[config.mk]
export PLATFORM = sky130hd
export DESIGN_NAME = fetch_unit
export DESIGN_NICKNAME = d
export VERILOG_FILES = /design/src/rtl/core_pkg.sv /design/src/rtl/fetch_queue.sv /design/src/rtl/fetch_unit.sv
export SDC_FILE = /design/constraint.sdc
export NUM_CORES = 1
export LEC_CHECK = 0
export BUFFER_PORTS_ARGS = -buffer_cell sky130_fd_sc_hd__clkbuf_2
export CAP_MARGIN = 10
export CORE_UTILIZATION = 40
export DETAILED_ROUTE_END_ITERATION = 16
export SKIP_CTS_REPAIR_TIMING = 1
export SLEW_MARGIN = 30
export SYNTH_ARGS = -nofsm -noshare
export SYNTH_HDL_FRONTEND = slang
export SYNTH_HIERARCHICAL = 1
export SYNTH_SLANG_ARGS = --single-unit
export TNS_END_PERCENT = 30
[constraint.sdc]
create_clock -name clk -period 19.9 [get_ports clk]
set_input_delay 1.99 -clock clk [delete_from_list [all_inputs] [get_ports clk]]
set_output_delay 1.99 -clock clk [all_outputs]
set_load 0.01 [all_outputs]
[src/rtl/core_pkg.sv]
// Shared core definitions: datapath width, reset vector, major opcodes and
// the fetch front-end state encoding.
package core_pkg;

    localparam int XLEN = 32;
    localparam logic [XLEN-1:0] RESET_VECTOR = 32'h0000_0000;

    localparam logic [6:0] OP_LOAD   = 7'b0000011;
    localparam logic [6:0] OP_STORE  = 7'b0100011;
    localparam logic [6:0] OP_R      = 7'b0110011;
    localparam logic [6:0] OP_BRANCH = 7'b1100011;
    localparam logic [6:0] OP_IMM    = 7'b0010011;
    localparam logic [6:0] OP_JAL    = 7'b1101111;

    typedef enum logic [1:0] {
        FS_BOOT = 2'd0,
        FS_RUN  = 2'd1,
        FS_HALT = 2'd2
    } fetch_state_t;

endpackage

[src/rtl/fetch_queue.sv]
// Small synchronous FIFO between the memory response path and decode.
// Push, pop and flush may all occur in one cycle; flush takes priority.
// Storage is not reset: only pointers and the count are control state.
module fetch_queue #(
    parameter int DATA_W = 64,
    parameter int DEPTH  = 2,
    parameter int CNT_W  = $clog2(DEPTH) + 1
) (
    input  logic              clk,
    input  logic              rst_n,
    input  logic              flush,
    input  logic              push,
    input  logic [DATA_W-1:0] wdata,
    input  logic              pop,
    output logic [DATA_W-1:0] rdata,
    output logic              empty,
    output logic [CNT_W-1:0]  count
);

    localparam int AW = (DEPTH > 1) ? $clog2(DEPTH) : 1;

    logic [DATA_W-1:0] mem [DEPTH];
    logic [AW-1:0]     wptr;
    logic [AW-1:0]     rptr;
    logic              full;

    assign full  = (count == CNT_W'(DEPTH));
    assign empty = (count == '0);
    assign rdata = mem[rptr];

    // Pointer and occupancy bookkeeping; DEPTH is a power of two so pointers wrap naturally.
    always_ff @(posedge clk or negedge rst_n) begin
        if (!rst_n) begin
            wptr  <= '0;
            rptr  <= '0;
            count <= '0;
        end else if (flush) begin
            wptr  <= '0;
            rptr  <= '0;
            count <= '0;
        end else begin
            if (push) wptr <= wptr + AW'(1);
            if (pop)  rptr <= rptr + AW'(1);
            if (push && !pop)      count <= count + CNT_W'(1);
            else if (!push && pop) count <= count - CNT_W'(1);
        end
    end

    // Entry storage, written on push only.
    always_ff @(posedge clk) begin
        if (push && !flush) mem[wptr] <= wdata;
    end

    // The credit scheme upstream must never push into a full queue without a pop.
    a_no_overflow: assert property (@(posedge clk) disable iff (!rst_n)
        !(push && full && !pop && !flush));

endmodule

[src/rtl/fetch_unit.sv]
// RV32 instruction fetch front end: PC, credit-limited memory requests,
// response discard after redirects, and the instruction queue toward decode.
module fetch_unit
    import core_pkg::*;
#(
    parameter logic [XLEN-1:0] RESET_PC   = RESET_VECTOR,
    parameter int              FIFO_DEPTH = 2,
    parameter int              CNT_W      = $clog2(FIFO_DEPTH) + 1
) (
    input  logic            clk,
    input  logic            rst_n,
    output logic            imem_req_valid,
    input  logic            imem_req_ready,
    output logic [XLEN-1:0] imem_addr,
    input  logic            imem_rsp_valid,
    input  logic [XLEN-1:0] imem_rdata,
    output logic            instr_valid,
    input  logic            instr_ready,
    output logic [XLEN-1:0] instr,
    output logic [XLEN-1:0] instr_pc,
    output logic [XLEN-1:0] instr_pc4,
    input  logic            redirect_valid,
    input  logic [XLEN-1:0] redirect_target,
    input  logic            halt_req,
    output logic            misalign_err,
    output logic            halted
);

    fetch_state_t          state;
    fetch_state_t          state_nxt;
    logic [XLEN-1:0]       pc;
    logic [XLEN-1:0]       rsp_pc;
    logic [XLEN-1:0]       redirect_pc;
    logic [CNT_W-1:0]      outstanding;
    logic [CNT_W-1:0]      outstanding_nxt;
    logic [CNT_W-1:0]      discard;
    logic [CNT_W-1:0]      occupancy;
    logic [CNT_W:0]        in_use;
    logic                  credit_ok;
    logic                  fire;
    logic                  rsp_ok;
    logic                  push;
    logic                  pop;
    logic                  empty;
    logic [2*XLEN-1:0]     head;

    // Credits cover both queued words and requests whose data is still in flight.
    assign in_use      = {1'b0, occupancy} + {1'b0, outstanding};
    assign credit_ok   = (in_use < (CNT_W + 1)'(FIFO_DEPTH));
    assign redirect_pc = {redirect_target[XLEN-1:2], 2'b00};
    assign imem_addr   = pc;
    assign fire        = imem_req_valid && imem_req_ready;
    // A response with nothing outstanding is left over from before a reset.
    assign rsp_ok      = imem_rsp_valid && (outstanding != '0);
    assign push        = rsp_ok && (discard == '0) && !redirect_valid;
    assign pop         = instr_valid && instr_ready && !redirect_valid;
    assign halted      = (state == FS_HALT);

    assign instr_valid = !empty;
    assign instr       = instr_valid ? head[XLEN-1:0]      : '0;
    assign instr_pc    = instr_valid ? head[2*XLEN-1:XLEN] : '0;
    assign instr_pc4   = instr_pc + XLEN'(4);

    // In-flight count after this cycle's accept and response.
    always_comb begin
        outstanding_nxt = outstanding;
        if (fire && !rsp_ok)      outstanding_nxt = outstanding + CNT_W'(1);
        else if (!fire && rsp_ok) outstanding_nxt = outstanding - CNT_W'(1);
    end

    // Fetch FSM state register.
    always_ff @(posedge clk or negedge rst_n) begin
        if (!rst_n) state <= FS_BOOT;
        else        state <= state_nxt;
    end

    // Next state and request valid; a redirect always returns to RUN and blocks requests that cycle.
    always_comb begin
        state_nxt      = state;
        imem_req_valid = 1'b0;
        case (state)
            FS_BOOT: state_nxt = FS_RUN;
            FS_RUN: begin
                imem_req_valid = credit_ok && !redirect_valid;
                if (redirect_valid) state_nxt = FS_RUN;
                else if (halt_req)  state_nxt = FS_HALT;
            end
            FS_HALT: begin
                if (redirect_valid) state_nxt = FS_RUN;
            end
            default: state_nxt = FS_BOOT;
        endcase
    end

    // PC, response PC, in-flight/discard counters and the misalignment pulse.
    always_ff @(posedge clk or negedge rst_n) begin
        if (!rst_n) begin
            pc           <= RESET_PC;
            rsp_pc       <= RESET_PC;
            outstanding  <= '0;
            discard      <= '0;
            misalign_err <= 1'b0;
        end else begin
            outstanding  <= outstanding_nxt;
            misalign_err <= redirect_valid && (redirect_target[1:0] != 2'b00);
            if (redirect_valid) begin
                pc      <= redirect_pc;
                rsp_pc  <= redirect_pc;
                discard <= outstanding_nxt;
            end else begin
                if (fire) pc <= pc + XLEN'(4);
                if (push) rsp_pc <= rsp_pc + XLEN'(4);
                if (rsp_ok && (discard != '0)) discard <= discard - CNT_W'(1);
            end
        end
    end

    fetch_queue #(
        .DATA_W (2 * XLEN),
        .DEPTH  (FIFO_DEPTH),
        .CNT_W  (CNT_W)
    ) u_queue (
        .clk   (clk),
        .rst_n (rst_n),
        .flush (redirect_valid),
        .push  (push),
        .wdata ({rsp_pc, imem_rdata}),
        .pop   (pop),
        .rdata (head),
        .empty (empty),
        .count (occupancy)
    );

endmodule

==> results by group, run 1 <==
Routing
  • Wire length per cell: 17.28 um
  • Vias post-DR: 6861
  • Vias per cell: 5.120
  • Residual DRC: 0
  • First-pass DRT Iterations: 4
  • Detail Route Antenna Nets: 0
  • Iteration-0 DRC count of the detailed router: 396
  • Final wirelength: 23.16 mm

STA
  • Post-Route Setup TNS: 0 ns
  • Setup Skew: 0.01141 ns
  • RSZ-0062 raised after global routing: false
  • Period utilization: 28.43%
  • # setup viols final: 0
  • Final Hold Viols: 0
  • Worst Tran Pin Value: 0.9023 ns
  • Final min period: 5.657 ns
  • FMAX: 176.8 MHz
  • Slew Limit Fails: 0
  • Slew HR: 39.85%

Place
  • IO buf count: 200
  • Dpl hpwl: 16.26 mm
  • Placer Congestion: 0.8247

Clocking
  • Sink Count: 199
  • CTS tree: done
  • H-Tree Depth: 4
  • CTS Buf Count: 17
  • CTS Root Cell: clkbuf_16
  • Clock Path Buffers: 2
  • Clock latency at the later pin of the worst-skew pair: 0.42 ns
  • Clock slew at reported path FFs: 0.08 ns

Synth
  • Post-Synth Simple-Gate Area: 18.42%
  • Compound-gate portion of the synthesized area: 5.158%
  • Prevailing post-synth register cell: edfxtp_1
  • Synth warnings: 6
  • Synth Area in Adders: 0.8262%
  • Sequential cell area fraction in the yosys report: 56.23%
  • Async SR Flop Fraction: 35.68%
  • Synthesized instance count: 807
  • Syn Std Cell Area: 9995 um2
  • Post-synth cell types: 62
  • Main combinational cell family by area after synthesis: simple AND/OR/NAND/NOR gates
  • Post-synth EDFFs: 128
  • Mux contribution to synthesized area: 10.42%
  • Syn avg cell area: 12.38 um2
  • Seq cells post-synth: 199
  • XOR/XNOR Fraction of Synth Area: 6.222%

Floorplan
  • Die area: 25620 um2
  • Initial cell density of the core: 40.98%
  • Die X: 160.1 um
  • Die height: 160.1 um
  • Row count: 57
  • Io pins: 203
  • CORE AREA: 24390 um2

Worst hold path
  • Hold/Removal Path Class: reg -> reg

Outcome
  • Status: finished clean

Critical path
  • CP required: 17.91 ns
  • Setup crit start kind: register
  • CP Class: reg -> out
  • Arrival @ worst endpoint: 3.67 ns
  • Critical Path End Type: output pin
  • Critical Path Max Stage Delay: 0.76 ns
  • CP Cell Sequence: buf_4 -> mux2_2 -> and3_1 -> nand3_1 -> nor4_1 -> nand3_1 -> xnor2_1 -> clkbuf_2
  • Crit-path most repeated cell: nand3_1
  • Max stage delay cell, worst path: buf_4
  • CP Max Fanout: 49

Global routing
  • First-pass GRT wire length: 36.56 mm
  • Gr busiest metal: met2
  • Largest net degree at the start of global routing: 75
  • GRT Util Overall: 18.37%
  • Gr ovfl total: 0
  • Global-route track usage on met2: 27.89%
  • M1 GR Usage: 27.09%
  • Global Route met3 Usage: 3.506%
  • Vias in the first global route: 6492
  • Initial antenna violation count: 0

Power and ir drop
  • Clock power frac: 30.4%
  • Internal: 741.0 uW
  • Static leakage: 4.829 nW
  • Comb pwr share: 22.9%
  • Sw Pwr: 339.6 uW
  • Seq pwr share: 46.7%
  • Switch share: 31.42%
  • Maximum vdd ir drop: 0.05127 mV
  • Pwr dens: 91.21 nW/um2

Cells and area
  • Nets@finish: 1081
  • Layout cell share with drive strength beyond 1: 33.27%
  • Final design utilization: 48.57%
  • Antenna diodes: 0
  • Synthesis-to-layout area growth: 18.54%

Run
  • Max_cap viols: 0
-- routing by layer --
layer	up-vias	wire length (um)	share of wire (%)
met2	258	10250	44
met5	-	0	0
met4	0	180	0.78
li1	3317	-	-
met1	3274	11320	49
met3	12	1404	6.1
-- cell families after synthesis --
family / count (synthesis)
simple gates: 321
flops: 199
compound gates: 81
mux: 76
xor+xnor: 71
buf+inv: 52
fa+ha+maj: 6
other cells: 1
-- registers in the layout, summed over array words and instances (netlist names), 2 cells and up --
signal / cells
u_queue/mem: 128
imem_addr: 30
rsp_pc: 30
discard: 2
outstanding: 2
state: 2
u_queue/count: 2
-- final timing paths --
check / startpoint / to / slack [ns] / depth (start not counted)
worst min register to register: rsp_pc[31]$_DFFE_PN0N_ / u_queue/mem[1][63]$_DFFE_PP_ / 0.50 / 0
worst min-delay path: rsp_pc[31]$_DFFE_PN0N_ / u_queue/mem[1][63]$_DFFE_PP_ / 0.50 / 0
worst max-delay path: u_queue/rptr$_DFFE_PN0P_ / instr_pc4[24] / 14.24 / 8
worst max register to register: u_queue/count[0]$_DFFE_PN0P_ / imem_addr[6]$_DFFE_PN0P_ / 16.72 / 7
min in group asynchronous: rst_n / imem_addr[29]$_DFFE_PN0P_ / 1.68 / 2
max in group asynchronous: rst_n / u_queue/rptr$_DFFE_PN0P_ / 17.70 / 2
-- metrics by stage --
step	area, um2	hold slack, ns	power, mW	instances	setup slack [ns]
floorplan	10010	0.4616	0.6702	812	11.71
global placement	11280	0.4881	0.7605	1309	14.72
detailed placement	11280	0.4889	0.7626	1309	14.69
CTS	11840	0.5067	1.092	1340	14.22
global route	11850	0.5263	1.136	1340	14.03
finish	11850	0.5034	1.081	1340	14.24
-- power groups by stage --
| stage | clock (mW) | sequential (mW) | combinational [mW] |
|---|---|---|---|
| after floorplan | 0 | 0.507 | 0.163 |
| after global placement | 0 | 0.512 | 0.249 |
| after detailed placement | 0 | 0.512 | 0.250 |
| after CTS | 0.337 | 0.504 | 0.251 |
| after global routing | 0.354 | 0.509 | 0.273 |
| final | 0.328 | 0.504 | 0.248 |
-- worst max-delay path: cells and delay by family (launching register included) --
| kind | cells | cell delay [ns] |
|---|---|---|
| xor gates and xnor gates | 1 | 0.17 |
| buffers and inverters | 2 | 0.91 |
| DFF | 1 | 0.60 |
| muxes | 1 | 0.34 |
| and+or+nand+nor | 4 | 1.20 |
-- final cells by class --
type,count,area [um2]
Inverter,19,71.32
Tap cell,324,405.4
Fill cell,2270,12540
Sequential cell,199,5624
Multi-Input combinational cell,561,4138
Timing Repair Buffer,206,1050
Clock inverter,14,133.9
Clock buffer,17,425.4
-- synthesized netlist by cell type, drive strengths merged (2+ instances only) --
library cell / number / area share (%)
buf: 20 / 1.5
xnor2: 31 / 2.7
and3: 24 / 1.5
nand3b: 3 / 0.26
and2: 6 / 0.38
mux2: 74 / 10
ha: 5 / 0.63
o211ai: 14 / 1.1
mux2i: 2 / 0.20
o31a: 3 / 0.26
dfrtp: 71 / 18
and4: 6 / 0.53
nor4: 7 / 0.74
a21oi: 15 / 0.75
nor3b: 6 / 0.60
nor2: 48 / 1.9
a31oi: 4 / 0.25
clkbuf: 13 / 0.49
nor2b: 59 / 3.7
nand4: 25 / 2.1
or4: 4 / 0.30
o21ai: 30 / 1.5
edfxtp: 128 / 38
xor2: 40 / 3.5
nand4b: 2 / 0.18
nor3: 14 / 0.91
inv: 19 / 0.71
a31o: 2 / 0.18
nand2b: 2 / 0.20
nand2: 64 / 2.4
nand3: 46 / 2.3
a211o: 4 / 0.35
o311ai: 4 / 0.35
and3b: 2 / 0.18
-- placed cells by master, fill, tap and decap left out, types with 3 or more instances in the layout --
cell type	synthesis	layout
a211o_1	4	4
a21oi_1	15	15
a31oi_1	4	4
and2_1	6	6
and3_1	24	24
and4_1	6	6
buf_4	6	5
clkbuf_16	0	17
clkbuf_2	0	199
clkinv_4	0	3
conb_1	1	6
dfrtp_1	71	70
edfxtp_1	128	128
ha_1	5	5
inv_1	18	18
inv_6	0	7
mux2_2	24	24
mux2_4	50	50
nand2_1	63	63
nand3_1	46	46
nand4_1	20	20
nand4_2	3	3
nor2_1	46	45
nor2b_1	58	58
nor3_1	11	11
nor3b_2	3	4
nor4_1	5	5
o211ai_1	14	14
o21ai_0	21	21
o21ai_1	9	9
o311ai_0	4	4
o31a_1	3	3
or4_1	4	4
xnor2_1	31	31
xor2_1	40	40
No activity file was read; power rests on OpenSTA's default activity.
==> run 2, diff against run 1 <==
- clock period: 19.9 -> 4.85 ns (I/O delays scaled with it)
==> run 2 against run 1 <==
Net effect: power rose to 4.1 times the previous value; routed wire length rose by 0.50%; clock power rose to 4.1 times the previous value; worst setup slack got worse by 13 ns; largest cell class unchanged; sequential share of layout area barely moved.
==> results by group, run 2 (synthesis results as in run 1) <==
Floorplan
  • Initial cell density of the core: 40.98% (unchanged)
  • Io pins: 203 (unchanged)
  • Die height: 160.1 um (unchanged)
  • Die area: 25620 um2 (unchanged)
  • CORE AREA: 24390 um2 (unchanged)
  • Die X: 160.1 um (unchanged)
  • Row count: 57 (unchanged)

Power and ir drop
  • Maximum vdd ir drop: 0.2166 mV (+320%)
  • Pwr dens: 374.9 nW/um2 (+310%)
  • Static leakage: 4.825 nW (about the same)

STA
  • Post-Route Setup TNS: 0 ns (unchanged)
  • Slew HR: 41.45% (+1.6 points)
  • Worst Tran Pin Value: 0.8783 ns (-0.02396 ns)
  • Fin worst setup slack: 0.9277 ns (-13.32 ns)
  • # setup viols final: 0 (unchanged)
  • Final Hold Viols: 0 (unchanged)
  • Fin Hold WS: 0.03941 ns (-0.4639 ns)
  • Slew Limit Fails: 0 (unchanged)
  • Final min period: 3.922 ns
  • RSZ-0062 raised after global routing: false
  • Period utilization: 80.87%
  • Setup Skew: 0.01238 ns (+0.0009720 ns)
  • FMAX: 255.0 MHz

Cells and area
  • Max reg flops: 128 (unchanged)
  • Leading cell type in the layout, fill and taps excluded: clkbuf_2
  • Layout cell share with drive strength beyond 1: 33.27% (unchanged)
  • Reg with most FFs: u_queue/mem
  • Final std cells w/o fill: 1340 (unchanged)
  • Antenna diodes: 0 (unchanged)
  • Fillers: 2263 (-0.31%)
  • Synthesis-to-layout area growth: 18.63% (about the same)
  • Nets@finish: 1081 (unchanged)
  • Most frequent cells in the layout: clkbuf_2 (199), edfxtp_1 (128), dfrtp_1 (70)
  • Final design utilization: 48.61% (about the same)

Routing
  • Vias per cell: 5.120 (unchanged)
  • Iteration-0 DRC count of the detailed router: 369 (-6.8%)
  • Wire length per cell: 17.37 um (+0.50%)
  • Residual DRC: 0 (unchanged)
  • Detail Route Antenna Nets: 0 (unchanged)
  • First-pass DRT Iterations: 5 (+1)
  • Final wirelength: 23.28 mm (+0.50%)
  • Vias post-DR: 6861 (unchanged)

Critical path
  • CP Class: reg -> out
  • CP required: 4.37 ns (-13.54 ns)
  • Setup crit start kind: register
  • Arrival @ worst endpoint: 3.44 ns (-0.23 ns)
  • CP Cell Sequence: mux2_4 -> nor2b_1 -> ha_1 -> nand4_1 -> nor4_1 -> nand3_1 -> xnor2_1 -> clkbuf_2
  • Critical Path Max Stage Delay: 0.93 ns (+0.17 ns)
  • Max stage delay cell, worst path: dfrtp_4
  • CP Max Fanout: 44 (-10%)
  • Critical Path End Type: output pin

Global routing
  • Vias in the first global route: 6534 (+0.65%)
  • GRT Util Overall: 18.30% (-0.061 points)
  • First-pass GRT wire length: 36.34 mm (-0.59%)
  • Initial antenna violation count: 0 (unchanged)
  • Largest net degree at the start of global routing: 69 (-8.0%)
  • Gr ovfl total: 0 (unchanged)

Place
  • DP Worst Slack: 1.349 ns (-13.34 ns)
  • Dpl hpwl: 16.52 mm (+1.6%)
  • IO buf count: 200 (unchanged)
  • Placer Congestion: 0.8085 (-2.0%)
  • Inst Count DP: 1309 (unchanged)

Clocking
  • Clock latency at the later pin of the worst-skew pair: 0.43 ns (about the same)
  • Sink Count: 199 (unchanged)
  • Clock slew at reported path FFs: 0.07 ns (about the same)
  • CTS Root Cell: clkbuf_16
  • CTS tree: done
  • H-Tree Depth: 4 (unchanged)
  • Clock Path Buffers: 2 (unchanged)
  • CTS Buf Count: 17 (unchanged)

Worst hold path
  • Hold/Removal Path Class: in -> async

Outcome
  • Status: finished clean

Run
  • Max_cap viols: 0 (unchanged)
run 2: metrics by stage:
step | power [mW] | area (um2)
floorplan | 2.748 | 10020
global placement | 3.122 | 11290
detailed placement | 3.138 | 11290
CTS | 4.494 | 11860
global route | 4.665 | 11860
finish | 4.446 | 11860
run 2: cell type report:
| class | instances | area (um2) | area share [%] |
|---|---|---|---|
| inverters | 19 | 71.32 | 0.6015 |
| clock buffers | 17 | 425.4 | 3.588 |
| clock inverters | 14 | 140.1 | 1.182 |
| well taps | 324 | 405.4 | 3.419 |
| multi-input cells | 561 | 4144 | 34.95 |
| flip-flops and latches | 199 | 5624 | 47.44 |
| repair buffers | 206 | 1046 | 8.822 |
run 2: final timing paths:
check	end	cells past startpoint	start	slack, ns
worst min register to register	u_queue/mem[1][63]$_DFFE_PP_	0	rsp_pc[31]$_DFFE_PN0N_	0.51
worst min-delay path	imem_addr[30]$_DFFE_PN0P_	1	rst_n	0.04
worst max-delay path	instr_pc4[24]	8	u_queue/rptr$_DFFE_PN0P_	0.93
worst max register to register	imem_addr[28]$_DFFE_PN0P_	7	u_queue/count[0]$_DFFE_PN0P_	1.65
max in group asynchronous	rsp_pc[14]$_DFFE_PN0N_	2	rst_n	3.75
min in group clk	u_queue/mem[0][4]$_DFFE_PP_	1	imem_rdata[4]	0.24
run 2: metal layers:
| metal | up-vias | share of wire [%] | track usage, % | routed length, um |
|---|---|---|---|---|
| met4 | 0 | 0.33 | 3.247 | 77 |
| met3 | 6 | 6.4 | 4.338 | 1479 |
| met1 | 3290 | 49 | 26.77 | 11410 |
| met2 | 246 | 44 | 27.81 | 10310 |
| li1 | 3319 | - | - | - |
| met5 | - | 0 | 0 | 0 |
run 2: worst max-delay path: cells and delay by family (launching register included):
kind / cells / cell delay, ns
flops: 1 / 0.93
simple gates: 4 / 1.14
xor+xnor: 1 / 0.20
buf+inv: 1 / 0.16
mux: 1 / 0.31
fa+ha+maj: 1 / 0.27
run 2: where the power goes:
| group | internal, mW | switching, mW |
|---|---|---|
| clock network | 0.680 | 0.679 |
| logic | 0.424 | 0.583 |
| registers | 1.94 | 0.144 |
==> run 3, diff against run 2 <==
- clock period: 4.85 -> 3.9 ns (I/O delays scaled with it)
==> run 3 against run 2 <==
Net effect: final area up 0.63%; final cell count increased by 0.52%; utilization grew 0.31 points; worst setup slack got worse by 0.53 ns; largest cell class unchanged.
==> results by group, run 3 (synthesis results as in run 1) <==
Global routing
  • Largest net degree at the start of global routing: 45 (-35%)
  • Gr ovfl total: 0 (unchanged)
  • First-pass GRT wire length: 36.70 mm (+0.99%)
  • Initial antenna violation count: 0 (unchanged)
  • GRT Util Overall: 18.53% (+0.23 points)
  • Vias in the first global route: 6624 (+1.4%)

Routing
  • Detail Route Antenna Nets: 0 (unchanged)
  • Vias per cell: 5.115 (about the same)
  • Final wirelength: 23.57 mm (+1.3%)
  • Residual DRC: 0 (unchanged)
  • Iteration-0 DRC count of the detailed router: 407 (+10%)
  • First-pass DRT Iterations: 4 (-1)
  • Vias post-DR: 6890 (+0.42%)
  • Wire length per cell: 17.50 um (+0.74%)

Cells and area
  • Most frequent cells in the layout: clkbuf_2 (199), edfxtp_1 (128), dfrtp_1 (70)
  • Design Area, Final: 11930 um2 (+0.63%)
  • Layout cell share with drive strength beyond 1: 33.63% (+0.36 points)
  • Leading cell type in the layout, fill and taps excluded: clkbuf_2
  • Reg with most FFs: u_queue/mem
  • Final design utilization: 48.92% (+0.31 points)
  • Fillers: 2233 (-1.3%)
  • Synthesis-to-layout area growth: 19.38%
  • Nets@finish: 1087 (+0.56%)
  • Antenna diodes: 0 (unchanged)
  • Max reg flops: 128 (unchanged)

STA
  • Final min period: 3.502 ns
  • Post-Route Setup TNS: 0 ns (unchanged)
  • RSZ-0062 raised after global routing: false
  • Period utilization: 89.78%
  • # setup viols final: 0 (unchanged)
  • Setup Skew: 0.01556 ns (+0.003184 ns)
  • Worst Tran Pin Value: 0.7852 ns (-0.09316 ns)
  • Final Hold Viols: 0 (unchanged)
  • Slew Limit Fails: 0 (unchanged)
  • FMAX: 285.6 MHz
  • Slew HR: 47.46% (+6.0 points)

Place
  • Placer Congestion: 0.8172 (+1.1%)
  • IO buf count: 200 (unchanged)
  • Dpl hpwl: 17.15 mm (+3.8%)
  • Placed Area: 11340 um2 (+0.40%)

Critical path
  • Critical Path End Type: output pin
  • Max stage delay cell, worst path: dfrtp_4
  • CP bufs+invs: 2 (+1)
  • Largest delay share family, worst path: simple AND/OR/NAND/NOR gates
  • CP required: 3.51 ns (-0.86 ns)
  • CP Cell Sequence: buf_4 -> mux2_4 -> nor2b_1 -> and4_1 -> nand4_2 -> nor4_1 -> xor2_1 -> clkbuf_2
  • Setup crit start kind: register
  • CP Max Fanout: 26 (-41%)
  • Critical Path Max Stage Delay: 0.69 ns (-0.24 ns)
  • Arrival @ worst endpoint: 3.11 ns (-0.33 ns)
  • CP Class: reg -> out

Clocking
  • CTS tree: done
  • CTS Root Cell: clkbuf_16
  • CTS Buf Count: 17 (unchanged)
  • Clock latency at the later pin of the worst-skew pair: 0.44 ns (about the same)
  • Clock Path Buffers: 2 (unchanged)
  • Clock slew at reported path FFs: 0.08 ns (about the same)
  • Sink Count: 199 (unchanged)
  • H-Tree Depth: 4 (unchanged)

Floorplan
  • Row count: 57 (unchanged)
  • CORE AREA: 24390 um2 (unchanged)
  • Die height: 160.1 um (unchanged)
  • Die X: 160.1 um (unchanged)
  • Initial cell density of the core: 40.98% (unchanged)
  • Io pins: 203 (unchanged)
  • Die area: 25620 um2 (unchanged)

Power and ir drop
  • Maximum vdd ir drop: 0.2882 mV (+33%)
  • Internal: 3.865 mW (+27%)
  • Pwr dens: 472.7 nW/um2 (+26%)
  • Seq pwr share: 45.8% (-1.0 points)
  • Static leakage: 4.880 nW (+1.2%)
  • Switch share: 31.47% (-0.17 points)
  • Clock power frac: 31.7% (+1.1 points)
  • Tot Pwr: 5.640 mW (+27%)
  • Sw Pwr: 1.775 mW (+26%)
  • Comb pwr share: 22.6% (about the same)

Run
  • Max_cap viols: 0 (unchanged)

Worst hold path
  • Hold/Removal Path Class: in -> async

Outcome
  • Status: finished clean
## run 3: power by group through the flow
stage,clock network (mW),logic [mW],registers (mW)
after floorplan,0,0.832,2.59
after global placement,0,1.28,2.62
after detailed placement,0,1.29,2.62
after CTS,1.84,1.29,2.58
after global routing,1.92,1.41,2.61
final,1.79,1.27,2.58
## run 3: worst paths after layout
kind	endpoint	depth (start not counted)	slack, ns	start
max in group asynchronous	rsp_pc[9]$_DFFE_PN0N_	2	2.83	rst_n
setup reg to reg	imem_addr[28]$_DFFE_PN0P_	7	0.97	u_queue/count[0]$_DFFE_PN0P_
setup / recovery	instr_pc4[31]	8	0.40	u_queue/rptr$_DFFE_PN0P_
min in group clk	u_queue/mem[1][6]$_DFFE_PP_	1	0.15	imem_rdata[6]
hold reg to reg	u_queue/mem[0][63]$_DFFE_PP_	0	0.50	rsp_pc[31]$_DFFE_PN0N_
hold / removal	imem_addr[27]$_DFFE_PN0P_	1	0.02	rst_n
## run 3: routing by layer
metal | share of wire, % | global-route usage [%]
met1 | 49 | 27.11
met2 | 45 | 28.30
met3 | 5.7 | 3.922
met4 | 0.77 | 3.766
met5 | 0 | 0
## run 3: layout make-up
cell class | count | area (um2) | area share (%)
Tap cell | 324 | 405.4 | 3.398
Clock inverter | 15 | 170.2 | 1.426
Inverter | 19 | 71.32 | 0.5977
Clock buffer | 17 | 425.4 | 3.565
Timing Repair Buffer | 212 | 1091 | 9.144
Multi-Input combinational cell | 561 | 4144 | 34.73
Sequential cell | 199 | 5624 | 47.14
## run 3: stage by stage
stage               hold slack [ns]  instances  setup WS, ns
floorplan                   0.09441        812        0.4569
global placement             0.4803       1315        0.8712
detailed placement           0.4849       1315        0.8090
CTS                         0.03134       1347        0.3264
global route                0.06297       1347        0.1498
finish                      0.02175       1347        0.3985
